$ cat config.mk
export PLATFORM = sky130hd
export DESIGN_NAME = bp_sample_feeder
export DESIGN_NICKNAME = d
export VERILOG_FILES = /design/src/rtl/bp_sample_feeder.sv
export SDC_FILE = /design/constraint.sdc
export NUM_CORES = 1
export LEC_CHECK = 0
export CAP_MARGIN = 5
export CORE_ASPECT_RATIO = 1.5
export CORE_MARGIN = 4
export CORE_UTILIZATION = 30
export CTS_BUF_LIST = sky130_fd_sc_hd__clkbuf_4 sky130_fd_sc_hd__clkbuf_8
export CTS_CLUSTER_SIZE = 20
export DETAILED_ROUTE_END_ITERATION = 8
export GPL_ROUTABILITY_DRIVEN = 0
export SYNTH_ARGS = -nofsm -noshare
export SYNTH_HDL_FRONTEND = slang
export SYNTH_SLANG_ARGS = --single-unit
$ cat constraint.sdc
create_clock -name clk -period 16.8 [get_ports clk]
set_clock_uncertainty 0.05 [all_clocks]
set_input_delay 2.52 -clock clk [delete_from_list [all_inputs] [get_ports clk]]
set_output_delay 2.52 -clock clk [all_outputs]
set_load 0.005 [all_outputs]
$ cat src/rtl/bp_sample_feeder.sv
// bp_sample_feeder: buffers training samples and sequences them into the back-prop core per iteration/epoch
module bp_sample_feeder #(
  parameter int DEPTH  = 16,
  parameter int AW     = 4,
  parameter int EPOCHS = 64,
  parameter int EW     = 8
) (
  input  logic          clk,
  input  logic          reset,
  input  logic          load_valid,
  output logic          load_ready,
  input  logic [53:0]   load_data,
  input  logic          clear,
  input  logic          start,
  input  logic          iter_done,
  output logic [8:0]    x0,
  output logic [8:0]    x1,
  output logic [8:0]    x2,
  output logic [8:0]    x3,
  output logic [8:0]    desired_y0,
  output logic [8:0]    desired_y1,
  output logic          core_rst,
  output logic          busy,
  output logic          done,
  output logic          err_empty,
  output logic [AW-1:0] sample_idx,
  output logic [EW-1:0] epoch,
  output logic [AW:0]   count
);
  typedef enum logic [2:0] {IDLE, PRIME, RUN, ADVANCE, DONE} state_t;
  state_t state, state_n;
  logic [53:0] mem [DEPTH];
  logic [AW:0] count_n;
  logic [AW-1:0] idx_n;
  logic [EW-1:0] epoch_n;
  logic idle, wr, last, err_n;
  always_comb begin
    idle    = state == IDLE || state == DONE;
    wr      = idle && load_valid && load_ready && !clear;
    count_n = (idle && clear) ? '0 : count + (AW+1)'(wr);
    last    = (AW+1)'(sample_idx) == count - (AW+1)'(1);
    state_n = state;
    idx_n   = sample_idx;
    epoch_n = epoch;
    err_n   = 1'b0;
    case (state)
      IDLE, DONE: begin
        if (start) begin
          err_n   = count_n == '0;
          state_n = (count_n == '0) ? IDLE : PRIME;
          idx_n   = '0;
          epoch_n = (count_n == '0) ? epoch : '0;
        end else if (wr || clear) state_n = IDLE;
      end
      PRIME:   state_n = RUN;
      ADVANCE: state_n = RUN;
      RUN: if (iter_done) begin
        idx_n   = last ? '0 : sample_idx + AW'(1);
        epoch_n = last ? epoch + EW'(1) : epoch;
        state_n = (last && epoch_n == EW'(EPOCHS)) ? DONE : ADVANCE;
      end
      default: state_n = IDLE;
    endcase
  end
  always_ff @(posedge clk)
    if (wr && !reset) mem[count[AW-1:0]] <= load_data;
  always_ff @(posedge clk) begin
    if (reset) begin
      state      <= IDLE;
      count      <= '0;
      sample_idx <= '0;
      epoch      <= '0;
      {desired_y1, desired_y0, x3, x2, x1, x0} <= '0;
      core_rst   <= 1'b1;
      busy       <= 1'b0;
      done       <= 1'b0;
      err_empty  <= 1'b0;
      load_ready <= 1'b1;
    end else begin
      state      <= state_n;
      count      <= count_n;
      sample_idx <= idx_n;
      epoch      <= epoch_n;
      core_rst   <= state_n != RUN;
      busy       <= state_n == PRIME || state_n == RUN || state_n == ADVANCE;
      done       <= state_n == DONE;
      err_empty  <= err_n;
      load_ready <= (state_n == IDLE || state_n == DONE) && count_n != (AW+1)'(DEPTH);
      // sample only moves while the core is held in reset
      if (state == PRIME || state == ADVANCE)
        {desired_y1, desired_y0, x3, x2, x1, x0} <= mem[sample_idx];
    end
  end
endmodule

* Word-level counts from Yosys, hierarchy flattened
Memory sizes are Yosys's and may differ from the RTL's. A register that Yosys moved wholly into a read port is not among the register bits. Index checks and enable logic that the tools add are counted.
Word-level totals: bits in registers 25, RAM bits 864, bits of input ports 60, output and inout bits 76, word-level logic and storage cells 73, memories kept 1
Cells by class: add/sub/neg operators 4, equality and inequality tests 15, mux-type cells 18, bitwise logic cells 2, reductions and logical operators 24
Memory list:
- mem | words 16, bits a word 54, read ports 1, clocked after Yosys merged registers in 1, wr ports 1, RTL line 32 | logic [53:0] mem [DEPTH];
Operators with widths (number):
- two-way mux 8 bit | 4
- case mux 8 bit (2 select lines) | 1
- == test 3 x 2 -> 1 bit (second input constant) | 4
- two-way mux 3 bit | 4
- two-way mux 4 bit | 3
- case mux 3 bit (3 select lines) | 1
- adder 8 x 1 -> 8 bit (second input constant) | 1
- == test 8 x 7 -> 1 bit (second input constant) | 1
- case mux 4 bit (2 select lines) | 1
- logical AND 1 bit | 7
- == test 3 x 1 -> 1 bit (second input constant) | 2
- == test 3 bit (second input constant) | 2
- logical NOT 3 bit | 2
- logical OR 1 bit | 6
- != test 2 bit (second input constant) | 3
- adder 5 x 1 -> 5 bit | 1
- == test 4 x 5 -> 1 bit | 1
- logical NOT 5 bit | 1
- two-way mux 5 bit | 1
- != test 5 bit (second input constant) | 1
- subtractor 5 x 1 -> 5 bit (second input constant) | 1
- adder 4 x 1 -> 4 bit (second input constant) | 1
- AND reduction 4 bit | 1
- OR reduction 2 bit | 2
- 7 further kinds | 11

* Logic depth before layout (Yosys ltp)
Gate-level depths: netlist of the first run.
word-level depth 14, mapped depth 10, gate-level depth less buffers 10

* Least setup slack after synthesis of the first run
No wires, ideal clock.
kind in2reg, from input port clear, to memory mem[3][0], enable pin, setup time 533 ps, arrival 6895 ps, data required time 16217 ps, slack 9322 ps, stages 5, buffers on the path 0, cell sequence nor3_1 nor2b_1 nor2b_1 nand2_1 nor3_1
Between the ends: word-level cells in the longest chain between the ends 5
RTL lines:
- start, declared | RTL line 13 | input logic clear,
- logical NOT 1 bit | RTL line 39 | wr = idle && load_valid && load_ready && !clear;
- logical AND 1 bit | RTL line 39
- logical AND 1 bit | RTL line 66 | if (wr && !reset) mem[count[AW-1:0]] <= load_data;
- two-way mux 1 bit | RTL line 66
- two-way mux 1 bit (implied by the code) | RTL line 66
- end, declared | RTL line 32
Every way passes these cells.

* Worst setup path after layout of the first run
from input port clear, to memory mem[7][45], enable pin
The elaborated chain is that of the path after synthesis.

==> impl_metrics.toml, run 1 <==
[clock_network]
cts_resized = 0
htreeDepth = 4
cts-root-buf = "clkbuf_8"
cts_tree = "yes"
cts_sinks = 943
worstSkewPairLatency_ps = 790
cts_inserted_buffers = 134
path_clk_slew_ps = 60
ctsLongestPathBuffers = 3
cts_hold_buf = 0
post_cts_buffers = 0

[logic_synthesis]
yosysSeqAreaShare = 0.7682
synth_area_leaders = "edfxtp_1 72%, mux4_2 17%, dfxtp_1 4.4%"
ys_ff_latch = 943
async_flop_share = 0
avgSynthCellArea_sq_um = 22.09
netlist_area_sq_um = 35830
synthDistinctLibCells = 49
syn_nets = 1690
synth_top_area_frac = 0.7240
synth_cells = 1622
synth-edff-count = 864
yosysWarnings = 0
yosysTopAreaCell = "edfxtp_1"
ys.flop_type = "edfxtp_1"

[place]
port_buffers = 135
placement.cell_area_sq_um = 39010
dpl.hpwl_um = 47050
dpl_worst_slack_ps = 10650

[sta]
hold_slack_ps = 390.8
min_period_ps = 5356
rsz0062_at_grt = "false"
fin_ws_ps = 11440
final_hold_viol_count = 0
fin_crit_sh = 0.3188
clock.fmax_mhz = 186.7
tns_ps = 0
slew_headroom = 0.2773
worst_pin_slew_ps = 1084
maxSlewViolCount = 0
setup_violations = 0

[floorplan]
die_area_sq_um = 125200
rows = 155
fp.coreArea_sq_um = 118900
initial_core_util = 0.3014
ioPinCount = 136
die_w_um = 290.2
fp.dieH_um = 431.3

[routing]
vias = 16470
wire_per_inst_um = 22.36
viasPerCell = 4.673
antenna_left = 0
firstDrtPassIters = 5
drtIter0Drc = 1229
wl_um = 78800
drc_errors = 0

[global_routing]
grt_max_degree = 70
antenna_found_initial = 8
grt_util_all_layers = 0.1260
grt_pass1_wl_um = 117900
overflow = 0
grt_pass1_vias = 17630

[power]
ir_worst_vdd_mv = 0.05049
p_leak_nw = 12.78
powerDensity_nw_per_um2 = 111.6

[final_layout]
drive_gt1_frac = 0.2872
fin_nets = 1910
area_delta_synth_final_pct = 17.23
finalInstanceArea_sq_um = 42010

[setup_path]
critPathMaxFanout = 31
cp.arrival_ps = 5730
critPathKind = "primary input to flip-flop"
crit_path_end_kind = "flip-flop"
required_ps = 17170
worstSetupStartpointType = "primary input"

[flow_run]
drv_cap = 0

[min_path]
hp-class = "flip-flop to flip-flop"

[run_status]
status = "finished clean"
placed cells by master (no fill, tap or decap), types with 5 or more instances in the layout:
cell and instances:
a21oi_1 8, buf_4 32, bufinv_16 13, clkbuf_4 37, clkbuf_8 150, clkdlybuf4s50_1 135, clkinv_1 15, clkinv_2 12
clkinvlp_4 12, dfxtp_1 75, edfxtp_1 864, ha_1 8, inv_1 57, mux4_2 270, nand2_1 76, nand2b_1 7
nand3_1 5, nand4_1 7, nor2_1 16, nor2_4 13, nor2b_1 5, nor3_1 8, nor3_2 5, o21ai_0 5
o21ai_1 54, xnor2_1 6, xor2_1 6
final timing paths:
path,start,end,slack (ps),cells after the start
max,clear,mem[7][45],11440,7
min,x0[6],x0[6],390,2
max reg2reg,sample_idx[0],x1[2],12600,6
min reg2reg,x0[6],x0[6],390,2
routing by layer:
layer / track usage / share of wire / vias to the layer above
met4: 0.03646 / 0.020 / 6
met2: 0.2220 / 0.53 / 444
met1: 0.1500 / 0.39 / 8750
met3: 0.03666 / 0.065 / 118
li1: - / - / 7149
met5: 0 / 0.00051 / -
cell families after synthesis:
group	count (synthesis)	synth area share
XOR/XNOR	12	0.002933
adder cells (fa/ha/maj)	8	0.002794
flip-flops	943	0.7682
AND/OR/NAND/NOR	160	0.02126
AO/OA/AOI/OAI	86	0.01393
buffers and inverters	140	0.02036
multiplexers	273	0.1705
through the flow:
step	util	instances	power [W]
finish	0.3533	3524	0.004686
global route	0.3533	3521	0.004858
CTS	0.3533	3520	0.004752
detailed placement	0.3282	3276	0.002769
global placement	0.3282	3276	0.002764
floorplan	-	1622	0.002694
cells in the mapped netlist, drive strengths merged, types with 2 or more instances:
| cell type | instances |
|---|---|
| and4b | 2 |
| clkbuf | 32 |
| ha | 8 |
| a21o | 2 |
| xnor2 | 6 |
| nand3 | 5 |
| buf | 51 |
| and2 | 4 |
| o22ai | 2 |
| nor2b | 5 |
| edfxtp | 864 |
| nor2 | 29 |
| a211oi | 2 |
| a211o | 2 |
| mux4 | 270 |
| dfxtp | 79 |
| mux2i | 3 |
| xor2 | 6 |
| inv | 57 |
| nand2b | 8 |
| nand4 | 7 |
| a21oi | 8 |
| nand2 | 76 |
| nor3b | 3 |
| and3 | 3 |
| o21ai | 59 |
| a311oi | 4 |
| nor3 | 13 |
area by class of cell:
type | count | area, sq um
fill | 10760 | 76880
sequential | 943 | 27540
multi-input combinational | 539 | 7702
clock buffer | 187 | 2342
tap | 1570 | 1964
timing repair buffer | 167 | 1592
clock inverter | 57 | 640.6
inverter | 57 | 214.0
antenna | 4 | 10.01
power by group:
part | total (W) | internal (W) | switching [W]
Clock | 0.00197 | 0.00111 | 0.000863
Combinational | 0.000138 | 0.0000601 | 0.0000783
Sequential | 0.00258 | 0.00257 | 0.00000627
Total | 0.00469 | 0.00374 | 0.000947
worst max-delay path, stage by stage:
cell	delay (ps)
clkdlybuf4s50_1	520
nor3_1	260
nor2b_1	230
nor2b_1	490
nand2_1	370
nor2_4	700
buf_4	570
sequential cells by signal, summed over array words and instances (netlist names):
register    count
busy            1
core_rst        1
count           5
desired_y0      9
desired_y1      9
done            1
epoch           8
err_empty       1
load_ready      1
mem           864
sample_idx      4
state           3
x0              9
x1              9
x2              9
x3              9
Power figures use the tool's default switching activity.
==> inputs of run 2 (changes only) <==
==> constraint.sdc (replaced) <==
create_clock -name clk -period 4.7 [get_ports clk]
set_clock_uncertainty 0.05 [all_clocks]
set_input_delay 0.705 -clock clk [delete_from_list [all_inputs] [get_ports clk]]
set_output_delay 0.705 -clock clk [all_outputs]
set_load 0.005 [all_outputs]
==> impl_metrics.toml, run 2 (synthesis gave the netlist of run 1 again) <==
[routing]
viasPerCell = 4.683
drtIter0Drc = 1424
wl_um = 81350
wire_per_inst_um = 22.92
antenna_left = 0
drc_errors = 0
vias = 16620
firstDrtPassIters = 5

[clock_network]
cts_hold_buf = 0
worstSkewPairLatency_ps = 820
htreeDepth = 4
post_cts_buffers = 0
path_clk_slew_ps = 70
cts_tree = "yes"
cts-root-buf = "clkbuf_8"
ctsLongestPathBuffers = 3
cts_resized = 0
cts_sinks = 943
cts_inserted_buffers = 134

[sta]
setup_violations = 0
tns_ps = 0
min_period_ps = 3185
maxSlewViolCount = 0
slew_headroom = 0.3751
worst_pin_slew_ps = 936.1
final_hold_viol_count = 0
fin_ws_ps = 1515
rsz0062_at_grt = "false"
fin_crit_sh = 0.6776
clock.fmax_mhz = 314.0

[run_status]
status = "finished clean"

[place]
dpl.hpwl_um = 49700
dpl_worst_slack_ps = 831.4
dpl.cell_count = 3302
placement.cell_area_sq_um = 39380
port_buffers = 135

[setup_path]
critPathMaxFanout = 43
worstReg2RegStart = "state[0]"
crit_chain = "clkdlybuf4s50_1"
max_stage_delay_ps = 960
critical_path_buf_inv_count = 1
r2r_cells = 6
reg2reg_slack_ps = 1600
crit_path_end_kind = "primary output"
critPathKind = "flip-flop to primary output"
cp.arrival_ps = 2430
required_ps = 3940
worstSetupStartpointType = "flip-flop"
critPathTopFamily = "flip-flops"
slowest_stage = "dfxtp_4"
timing.rr.end = "mem[3][21]"

[global_routing]
grt_pass1_vias = 17800
grt_pass1_wl_um = 120600
grt_util_all_layers = 0.1297
antenna_found_initial = 15
overflow = 0
grt_max_degree = 63

[floorplan]
ioPinCount = 136
initial_core_util = 0.3014
rows = 155
fp.coreArea_sq_um = 118900
die_w_um = 290.2
die_area_sq_um = 125200
fp.dieH_um = 431.3

[min_path]
min_path_cells = 2
min-delay-start = "desired_y1[4]"
holdPathEnd = "desired_y1[4]"
hp-class = "flip-flop to flip-flop"

[final_layout]
final-seq-area_sq_um = 27540
drive_gt1_frac = 0.2932
area_delta_synth_final_pct = 17.74
multiInputGateArea_sq_um = 7727
fin_cells = 3549
final_common_cell = "edfxtp_1"
fin_nets = 1936
num-fill-cells = 10770
largest_reg_flops = 864
final_cell_mix = "864 x edfxtp_1, 270 x mux4_2, 148 x clkbuf_8"
finalInstanceArea_sq_um = 42190

[power]
ir_worst_vdd_mv = 0.1807
total_power_w = 0.01637
p_leak_nw = 12.86
powerDensity_nw_per_um2 = 388.0

[flow_run]
drv_cap = 0
## run 2: how the worst max path moves through the flow
stage                              from       endpoint  depth (start not counted)
after floorplan                   clear      mem[7][0]                          5
after global placement            clear     mem[1][12]                          7
after detailed placement          clear     mem[2][12]                          7
after CTS                 sample_idx[0]  sample_idx[0]                          1
after global routing      sample_idx[0]  sample_idx[0]                          1
final                     sample_idx[0]  sample_idx[0]                          1
## run 2: power breakdown
| group | switching [W] | internal (W) | total (W) |
|---|---|---|---|
| logic | 0.000282 | 0.000226 | 0.000508 |
| registers | 0.0000231 | 0.00918 | 0.00921 |
| clock network | 0.00312 | 0.00353 | 0.00665 |
## run 2: stage by stage
step	utilization	hold slack, ps
floorplan	-	391.7
global route	0.3548	406.6
global placement	0.3313	384.1
detailed placement	0.3313	387.5
CTS	0.3548	396.7
finish	0.3549	392.8
## run 2: metal layers
metal	routed length, um	up-vias	global-route usage	share of wire
li1	-	7195	-	-
met1	30520	8821	0.1485	0.38
met2	44130	458	0.2373	0.54
met3	4992	135	0.03573	0.061
met4	1635	10	0.03694	0.020
met5	63	-	0	0.00077
## run 2: cell type report
| cell class | instances | area share |
|---|---|---|
| antenna | 4 | 0.0002373 |
| inverter | 57 | 0.005071 |
| sequential | 943 | 0.6528 |
| clock buffer | 181 | 0.05415 |
| timing repair buffer | 193 | 0.04591 |
| multi-input combinational | 539 | 0.1832 |
| tap | 1570 | 0.04656 |
| clock inverter | 62 | 0.01210 |
==> inputs of run 3 (changes only) <==
==> constraint.sdc (replaced) <==
create_clock -name clk -period 3.3 [get_ports clk]
set_clock_uncertainty 0.05 [all_clocks]
set_input_delay 0.495 -clock clk [delete_from_list [all_inputs] [get_ports clk]]
set_output_delay 0.495 -clock clk [all_outputs]
set_load 0.005 [all_outputs]
==> impl_metrics.toml, run 3 (synthesis gave the netlist of run 1 again) <==
[place]
port_buffers = 135
dpl_worst_slack_ps = 138.8
dpl.hpwl_um = 49550

[setup_path]
worstSetupStartpoint = "count[2]"
critPathTopFamily = "flip-flops"
slowest_stage = "dfxtp_1"
critPathKind = "flip-flop to primary output"
max_stage_delay_ps = 970
cp.arrival_ps = 2450
worstSetupStartpointType = "flip-flop"
crit_chain = "clkdlybuf4s50_1"
worstReg2RegStart = "count[2]"
required_ps = 2750
reg2reg_slack_ps = 560
critical_path_buf_inv_count = 1
critPathMaxFanout = 14
crit_path_end_kind = "primary output"

[global_routing]
grt_max_degree = 58
grt_pass1_wl_um = 123500
overflow = 0
antenna_found_initial = 14
grt_util_all_layers = 0.1325
grt_pass1_vias = 18330

[sta]
fin_ws_ps = 303.2
setup_violations = 0
final_hold_viol_count = 0
maxSlewViolCount = 0
worst_pin_slew_ps = 1001
rsz0062_at_grt = "false"
fin_crit_sh = 0.9081
min_period_ps = 2997
clock.fmax_mhz = 333.7
slew_headroom = 0.3319

[routing]
antenna_left = 0
wl_um = 82590
vias = 16780
wire_per_inst_um = 23.14
drc_errors = 0
firstDrtPassIters = 4
viasPerCell = 4.702
drtIter0Drc = 1289

[power]
clkPwrFrac = 0.414
seqPwrFrac = 0.555
p_int_w = 0.01881
total_power_w = 0.02362
p_leak_nw = 13.11
switching_share = 0.2037
ir_worst_vdd_mv = 0.3668
powerDensity_nw_per_um2 = 551.6
pwr-share-comb = 0.031
p_sw_w = 0.004810

[floorplan]
die_area_sq_um = 125200
fp.coreArea_sq_um = 118900
rows = 155
fp.dieH_um = 431.3
die_w_um = 290.2
initial_core_util = 0.3014
ioPinCount = 136

[clock_network]
worstSkewPairLatency_ps = 790
cts_resized = 0
cts_inserted_buffers = 137
post_cts_buffers = 0
ctsLongestPathBuffers = 3
cts-root-buf = "clkbuf_8"
htreeDepth = 4
cts_tree = "yes"
cts_sinks = 943
path_clk_slew_ps = 60
cts_hold_buf = 0

[final_layout]
area_delta_synth_final_pct = 19.47
drive_gt1_frac = 0.2991
fin_nets = 1957
largest_reg_flops = 864
final_cell_mix = "864 x edfxtp_1, 270 x mux4_2, 149 x clkbuf_8"
final_common_cell = "edfxtp_1"

[min_path]
min-delay-start = "start"
hp-class = "primary input to flip-flop"

[run_status]
status = "finished clean"

[flow_run]
drv_cap = 0
run 3: changes by cell type in the layout (fill, tap and decap cells not counted), sizes merged:
cell      before  now
buf           58   76
bufinv         6    9
clkbuf       181  194
diode          4    3
clkinv        43   36
clkinvlp       7    1
run 3: routing by layer:
metal | vias to the layer above | share of wire | GRT usage
met3 | 139 | 0.052 | 0.03213
met5 | - | 0.00097 | 0
met2 | 414 | 0.54 | 0.2419
met1 | 8974 | 0.39 | 0.1546
met4 | 12 | 0.019 | 0.03856
li1 | 7244 | - | -
run 3: power by group through the flow:
stage,logic [W],registers (W),clock network [W]
floorplan,0.000354,0.0134,0
global placement,0.000739,0.0134,0
detailed placement,0.000758,0.0134,0
CTS,0.000761,0.0131,0.0101
global route,0.000804,0.0131,0.0106
finish,0.000738,0.0131,0.00977
run 3: cell type report:
class / count / area, sq um
Antenna cell: 3 / 7.507
Clock buffer: 194 / 2389
Clock inverter: 52 / 483.0
Fill cell: 10810 / 76070
Inverter: 57 / 214.0
Multi-Input combinational cell: 539 / 7727
Sequential cell: 943 / 27540
Tap cell: 1570 / 1964
Timing Repair Buffer: 211 / 2485
run 3: path summary, 6_finish.rpt:
path	end	cells past startpoint
setup / recovery	count[2]	1
hold / removal	err_empty	3
setup reg to reg	core_rst	6
hold reg to reg	x0[8]	2
run 3: through the flow:
stage | util | hold WS (ps) | instances | setup TNS (ps) | cell area, sq um
floorplan | - | 391.7 | 1622 | -556820 | 35850
global placement | 0.3359 | 386.3 | 3320 | 0 | 39930
detailed placement | 0.3359 | 386.8 | 3320 | 0 | 39930
CTS | 0.3600 | 239.5 | 3566 | 0 | 42800
global route | 0.3601 | 338.3 | 3567 | 0 | 42810
finish | 0.3601 | 342.0 | 3569 | 0 | 42810
